===== config.mk =====
export PLATFORM = sky130hd
export DESIGN_NAME = tdm_demux8_flat
export DESIGN_NICKNAME = d
export VERILOG_FILES = /design/src/rtl/tdm_demux8_if.sv /design/src/rtl/tdm_demux8.sv /design/src/flat_wrapper.sv
export SDC_FILE = /design/constraint.sdc
export NUM_CORES = 1
export LEC_CHECK = 0
export ABC_AREA = 0
export CORE_MARGIN = 3
export CORE_UTILIZATION = 25
export CTS_CLUSTER_SIZE = 40
export DETAILED_ROUTE_END_ITERATION = 10
export GPL_ROUTABILITY_DRIVEN = 0
export HOLD_SLACK_MARGIN = 0.03
export MAX_ROUTING_LAYER = met4
export PLACE_DENSITY = 0.45
export SKIP_LAST_GASP = 1
export SYNTH_ARGS = -nofsm -noshare
export SYNTH_HDL_FRONTEND = slang
export SYNTH_SLANG_ARGS = --single-unit

===== constraint.sdc =====
create_clock -name clk -period 1.9 [get_ports clk]
set_input_delay 0.38 -clock clk [delete_from_list [all_inputs] [get_ports clk]]
set_output_delay 0.38 -clock clk [all_outputs]
set_load 0.05 [all_outputs]

===== src/rtl/tdm_demux8_if.sv =====
`default_nettype none
// ============================================================================
//  Module   : tdm_demux8_if
//  Purpose  : Serial input / published-frame bundle of the 8-slot TDM demux.
//  Revision : 1.0  initial release
// ============================================================================
interface tdm_demux8_if #(
    parameter int W = 1
);
    logic [W-1:0]   din;
    logic           din_valid;
    logic           frame_sync;
    logic [8*W-1:0] dout;
    logic           frame_valid;
    logic [2:0]     slot;
    logic           locked;
    logic           sync_err;

    modport master (
        output din, din_valid, frame_sync,
        input  dout, frame_valid, slot, locked, sync_err
    );

    modport slave (
        input  din, din_valid, frame_sync,
        output dout, frame_valid, slot, locked, sync_err
    );
endinterface
`default_nettype wire


===== src/rtl/tdm_demux8.sv =====
`default_nettype none
// ============================================================================
//  Module   : tdm_demux8
//  Purpose  : 8-slot TDM receiver; assembles a frame in a shadow buffer and
//             publishes all eight channels at once, with framing recovery.
//  Revision : 1.0  initial release
// ============================================================================
module tdm_demux8 #(
    parameter int W        = 1,
    parameter bit REQ_SYNC = 1'b1
) (
    input  wire logic    clk,
    input  wire logic    rst,
    tdm_demux8_if.slave  bus
);
    localparam logic [0:0] c_ST_HUNT   = 1'b0;
    localparam logic [0:0] c_ST_LOCKED = 1'b1;
    localparam int         c_NCH       = 8;

    logic [0:0]     r_state;
    logic [0:0]     w_state_next;
    logic [2:0]     r_slot;
    logic [W-1:0]   r_shadow [c_NCH];
    logic [8*W-1:0] r_dout;
    logic           r_frame_valid;
    logic           r_sync_err;

    logic           w_wr_en;
    logic [2:0]     w_wr_idx;
    logic [2:0]     w_slot_next;
    logic           w_publish;
    logic           w_err;
    logic           w_locked;
    logic [8*W-1:0] w_frame;

    // ---------------- FSM: state register ----------------
    always_ff @(posedge clk) begin
        if (rst) begin
            r_state <= c_ST_HUNT;
        end else begin
            r_state <= w_state_next;
        end
    end

    // ---------------- FSM: next state ----------------
    always_comb begin
        w_state_next = r_state;
        if (bus.din_valid) begin
            case (r_state)
                c_ST_HUNT: begin
                    if (bus.frame_sync) begin
                        w_state_next = c_ST_LOCKED;
                    end
                end
                c_ST_LOCKED: begin
                    if (!bus.frame_sync && (r_slot == 3'd0) && REQ_SYNC) begin
                        w_state_next = c_ST_HUNT;
                    end
                end
                default: w_state_next = c_ST_HUNT;
            endcase
        end
    end

    // ---------------- FSM: output / action decode ----------------
    always_comb begin
        w_wr_en     = 1'b0;
        w_wr_idx    = r_slot;
        w_slot_next = r_slot;
        w_publish   = 1'b0;
        w_err       = 1'b0;
        w_locked    = (r_state == c_ST_LOCKED);
        if (bus.din_valid) begin
            case (r_state)
                c_ST_HUNT: begin
                    if (bus.frame_sync) begin
                        w_wr_en     = 1'b1;
                        w_wr_idx    = 3'd0;
                        w_slot_next = 3'd1;
                    end
                end
                c_ST_LOCKED: begin
                    if (bus.frame_sync && (r_slot != 3'd0)) begin
                        // Early sync: restart the frame on this word; stale
                        // shadow entries are overwritten before any publish.
                        w_err       = 1'b1;
                        w_wr_en     = 1'b1;
                        w_wr_idx    = 3'd0;
                        w_slot_next = 3'd1;
                    end else if (!bus.frame_sync && (r_slot == 3'd0) && REQ_SYNC) begin
                        w_err       = 1'b1;
                        w_slot_next = 3'd0;
                    end else begin
                        w_wr_en     = 1'b1;
                        w_wr_idx    = r_slot;
                        w_slot_next = r_slot + 3'd1;
                        w_publish   = (r_slot == 3'd7);
                    end
                end
                default: ;
            endcase
        end
    end

    // ---------------- Shadow buffer and publish image ----------------
    for (genvar k = 0; k < c_NCH; k++) begin : g_ch
        always_ff @(posedge clk) begin
            if (rst) begin
                r_shadow[k] <= '0;
            end else if (w_wr_en && (w_wr_idx == 3'(k))) begin
                r_shadow[k] <= bus.din;
            end
        end

        if (k == c_NCH - 1) begin : g_last
            assign w_frame[k*W +: W] = bus.din;
        end else begin : g_prev
            assign w_frame[k*W +: W] = r_shadow[k];
        end
    end

    always_ff @(posedge clk) begin
        if (rst) begin
            r_slot        <= 3'd0;
            r_dout        <= '0;
            r_frame_valid <= 1'b0;
            r_sync_err    <= 1'b0;
        end else begin
            r_slot        <= w_slot_next;
            r_frame_valid <= w_publish;
            r_sync_err    <= w_err;
            if (w_publish) begin
                r_dout <= w_frame;
            end
        end
    end

    assign bus.dout        = r_dout;
    assign bus.frame_valid = r_frame_valid;
    assign bus.slot        = r_slot;
    assign bus.locked      = w_locked;
    assign bus.sync_err    = r_sync_err;

endmodule
`default_nettype wire


===== src/flat_wrapper.sv =====
// flat-port wrapper written by rule: the top's interface ports become plain ports
module tdm_demux8_flat 
#(
    parameter int W        = 1,
    parameter bit REQ_SYNC = 1'b1
)
  (clk, rst, bus_din, bus_din_valid, bus_frame_sync, bus_dout, bus_frame_valid, bus_slot, bus_locked, bus_sync_err);
  tdm_demux8_if #(.W(W)) bus_i ();
  input  wire logic clk;
  input  wire logic rst;
  input wire logic [$bits(bus_i.din)-1:0] bus_din;
  input wire logic [$bits(bus_i.din_valid)-1:0] bus_din_valid;
  input wire logic [$bits(bus_i.frame_sync)-1:0] bus_frame_sync;
  output wire logic [$bits(bus_i.dout)-1:0] bus_dout;
  output wire logic [$bits(bus_i.frame_valid)-1:0] bus_frame_valid;
  output wire logic [$bits(bus_i.slot)-1:0] bus_slot;
  output wire logic [$bits(bus_i.locked)-1:0] bus_locked;
  output wire logic [$bits(bus_i.sync_err)-1:0] bus_sync_err;
  assign bus_i.din = bus_din;
  assign bus_i.din_valid = bus_din_valid;
  assign bus_i.frame_sync = bus_frame_sync;
  assign bus_dout = bus_i.dout;
  assign bus_frame_valid = bus_i.frame_valid;
  assign bus_slot = bus_i.slot;
  assign bus_locked = bus_i.locked;
  assign bus_sync_err = bus_i.sync_err;
  tdm_demux8 #(.W(W), .REQ_SYNC(REQ_SYNC)) u_core (.clk(clk), .rst(rst), .bus(bus_i));
endmodule

After elaboration in Yosys (flattened, before gate mapping). Memories as Yosys holds them, arrays and structs flattened. A register that Yosys moved wholly into a read port is not among the register bits. Cells that the tools add are included.

Add/subtract/negate cells: 1. Eq/ne operators: 9. Mux-type cells: 54. Bitwise operators: 10. Reductions and logical operators: 16.

Operators with widths (count): $mux W1 (44); $mux W3 (6); $eq A3 B3 Y1 const B (5); $pmux W3 S2 (2); $logic_and A1 B1 Y1 (10); $or A1 B1 Y1 (8); $eq A3 B2 Y1 const B (2); $logic_not A3 Y1 (2); $pmux W1 S2 (2); $add A3 B1 Y3 const B (1); $eq A3 B1 Y1 const B (1); $reduce_bool A3 Y1 (1); $reduce_or A3 Y1 (1); $ne A2 B2 Y1 const B (1); $not A1 Y1 (2); $reduce_and A2 Y1 (1); $logic_not A1 Y1 (1).

Register bits after elaboration: 14. Memory bits (writable): 8. Bits of input ports: 5. Output and inout bits: 14. Word-level logic and storage cells: 96. Memories: 1.

Memory list: u_core.r_shadow (depth 8, width 1, read ports 7, clocked after memory_dff 7, wr ports 8, line tdm_demux8.sv:23) `logic [W-1:0] r_shadow [c_NCH];`.

Logic depth before layout (Yosys ltp). Gate-level depths: netlist of run 1.

Word-level depth: 11. Gate-level depth with buffers: 9. Mapped depth without buffers: 8.

Worst setup path before layout of run 1. No wires, ideal clock.

Kind: reg-to-reg. Start: register u_core.r_slot[0], in the netlist u_core.bus.slot[0]. End: memory u_core.r_shadow[4] (enable). Setup time: 0.311 ns. Data arrival time: 2.241 ns. Data required time: 1.589 ns. Path slack: -0.652 ns. Stages on the path, launching flop included: 9. Buffers on the path: 1. Period minus slack after synthesis: 2.552 ns. Path through: dfxtp_1 -> inv_1 -> ha_1 -> nor2b_1 -> ha_1 -> and4bb_2 -> buf_4 -> nand2_1 -> o21ai_0.

RTL lines: from (decl) (line tdm_demux8.sv:22) `logic [2:0] r_slot;`; from (signal assigned) (line tdm_demux8.sv:129) `r_slot <= w_slot_next;`; to (decl) (line tdm_demux8.sv:23).

==> run_results.csv, run 1 <==
group,metric,value,unit
critical_path,slowest_stage,"dfxtp_4",
clock_tree,clk_pin_slew,80,ps
critical_path,crit_fanout,5,
clock_tree,clockRootBuffer,"clkbuf_8",
floorplanning,rows,23,
placed_design,dp_cells,185,
synth,synth_edf_count,7,
final_layout,antenna_cells,0,
timing,period_share,0.981,
synth,synth_xor_area_frac,0,
synth,ys_types,33,
synth,synth_compound_area_frac,0.205,
detailed_routing,ant_nets,0,
floorplanning,pin_count,19,
worst_hold_path,holdCritPathClass,"flop to flop",
grt,grt_pass1_vias,885,
synth,ys_ff_latch,21,
floorplanning,initial_core_util,0.264,
power,vdd.ir_drop.worst,0.262,mV
synth,syn-num-nets,119,
floorplanning,core,0.00406,sq mm
clock_tree,cts.path.max_buffers,2,
detailed_routing,via_per_inst,4.71,
detailed_routing,dr.first_iter.drc_count,7,
grt,grt.total_usage,0.113,
final_layout,multi_input_area,599,sq um
detailed_routing,routedWlPerCell,14.1,microns
final_layout,register_area,499,sq um
floorplanning,die-area,0.00510,sq mm
synth,synth_top_family_by_area,"compound AO/OA/AOI/OAI gates",
detailed_routing,vias,904,
clock_tree,holdBufCountCts,0,
timing,hold_viol_final,0,
grt,grt_pass1_wl,4330,microns
critical_path,worstSetupStartpointType,"flop",
synth,async_reset_ff_frac,0,
timing,final-setup-viol-count,0,
placed_design,port_buffers,18,
final_layout,stdcell_area,0.00155,sq mm
final_layout,instances_no_fill,192,
timing,slew_headroom,0.667,
synth,synthMuxAreaShare,0.0234,
critical_path,cp.required,1890,ps
timing,clock.fmax,537,MHz
grt,antenna_found_initial,0,
critical_path,path_class,"flop to flop",
detailed_routing,drt_wl_total,2700,microns
power,p_leak,0.000613,uW
timing,fin_crit,1860,ps
synth,synth.avg_cell_area,9.81,sq um
timing,fin_setup_tns,0,ps
run,drv_cap,0,
status,status,"finished, final reports clean",
synth,syn_area,0.00107,sq mm
placed_design,postPlaceCellArea,0.00141,sq mm
detailed_routing,first_pass_iters,4,
final_layout,fill_cells,423,
power,cellPowerDensity,604,mW/mm^2
timing,finalMaxSlewViolations,0,
synth,yosys.area_share.simple,0.188,
timing,fin_worst_skew,0.939,ps
timing,worstMarginPinSlew,498,ps
critical_path,path_cells,"inv_4, ha_4, nor2b_4, inv_2, ha_4, and4bb_4, nor2b_4, a31o_4",
final_layout,final_nets,153,
synth,synth_warnings,0,
synth,yosysSeqAreaShare,0.458,
critical_path,arrival,1860,ps
clock_tree,cts_buffers,3,
clock_tree,clkLatencyLatePin,260,ps
final_layout,area_growth,44.4,%
grt,grt.overflow.total,0,
synth,syn_inst,109,
clock_tree,cts_tree,"done",
clock_tree,htree_levels,1,
synth,synthFlopType,"dfxtp_1",
placed_design,dp_hpwl,1940,microns
floorplanning,die_y,71.4,microns
critical_path,max_stage_delay,360,ps
synth,synthAdderAreaFrac,0.0585,
floorplanning,dieWidth,71.4,microns
final_layout,drive_gt1_frac,0.401,
detailed_routing,drc,0,
critical_path,endpoint_kind,"flop",
clock_tree,cts.sinks,21,
grt,grt_max_degree,13,
timing,rsz0062_at_grt,"true",
logic make-up (layout without fill, tap and decap cells):
logic type / count (synthesis) / after routing
multiplexers: 2 / 2
flip-flops: 21 / 21
AO/OA/AOI/OAI: 32 / 32
adder cells (fa/ha/maj): 5 / 5
AND/OR/NAND/NOR: 34 / 34
buffers and inverters: 15 / 48
flip-flops by register name (all words and copies together) (netlist names):
register / cells
bus_dout: 7
u_core.bus.dout: 1
u_core.bus.slot: 3
u_core.bus.frame_valid: 1
u_core.bus.locked: 1
u_core.r_shadow: 7
u_core.bus.sync_err: 1
path summary, 6_finish.rpt:
kind                      start                  to  slack, ps  cells after the start
max reg2reg  u_core.bus.slot[0]  u_core.r_shadow[3]         40                      8
min          u_core.bus.dout[7]  u_core.bus.dout[7]        470                      2
min reg2reg  u_core.bus.dout[7]  u_core.bus.dout[7]        470                      2
max          u_core.bus.slot[0]  u_core.r_shadow[3]         40                      8
layer usage:
metal	routed length, microns	up-vias	GRT usage
li1	-	460	-
met1	1260	423	0.137
met2	1320	19	0.186
met3	106	2	0.0295
met4	19	0	0.0313
met5	0	-	-
cell type report:
class	count	area share
timing repair buffer	36	0.196
inverter	8	0.0227
clock inverter	1	0.00324
sequential	21	0.323
clock buffer	3	0.0267
tap	50	0.0405
multi-input combinational	73	0.388
Yosys cell counts, types with 2 or more instances:
cell type / count / share of area
nor3_1: 3 / 0.014
nor4_1: 5 / 0.029
dfxtp_1: 14 / 0.26
o21ai_0: 4 / 0.019
nand2b_1: 9 / 0.053
clkbuf_1: 2 / 0.0070
nand3_1: 2 / 0.0094
buf_2: 3 / 0.014
edfxtp_1: 7 / 0.20
inv_1: 8 / 0.028
ha_1: 5 / 0.058
nand2_1: 8 / 0.028
a31o_2: 10 / 0.082
a21oi_1: 10 / 0.047
critical path, delay by kind of cell (launching register included):
family          cells  cell delay [ps]
simple gates        3              690
flops               1              360
fa+ha+maj           2              280
buf+inv             2              110
compound gates      1              160
cell usage in the layout, fill, tap and decap left out, types with 2 or more instances in the layout:
master,Yosys,final
a31o_2,10,7
o21ai_1,0,3
inv_1,8,5
inv_4,0,2
ha_4,0,2
a31o_4,0,3
clkdlybuf4s50_1,0,11
edfxtp_1,7,7
dfxtp_1,14,11
clkbuf_8,0,3
ha_1,5,2
a21oi_1,10,10
dfxtp_4,0,2
nor4_1,5,3
nand2b_1,9,9
buf_4,1,24
nor2b_4,1,2
nor4_2,0,2
nand3_1,2,2
nor3_1,3,2
nand2_1,8,7
stage by stage:
| stage | hold slack (ps) | setup WS (ps) | util | total power (uW) |
|---|---|---|---|---|
| floorplan | 453 | -97.7 | - | 572 |
| global placement | 451 | -212 | 0.347 | 621 |
| detailed placement | 461 | -259 | 0.347 | 624 |
| CTS | 473 | 0.954 | 0.360 | 935 |
| global route | 501 | -45.3 | 0.381 | 980 |
| finish | 469 | 36.3 | 0.381 | 934 |
power breakdown:
group	total, uW	internal (uW)	switching (uW)
sequential	480	471	8.32
combinational	150	69.1	81.1
clock	304	146	158
total	934	687	247
repair_timing:
action / CTS / global route
resized for setup: 0 / 12
buffers inserted: 1 / 2
setup endpoints to repair: 3 / 21
pin swaps: 2 / 3
cloned: 0 / 0
Note: power is estimated with default switching activity, not from simulation.
==> run 2, diff against run 1 <==
- CTS_CLUSTER_DIAMETER: default -> 40
==> results of run 2 <==
Same layout as run 1: the final DEF is identical, and so are final timing and power.
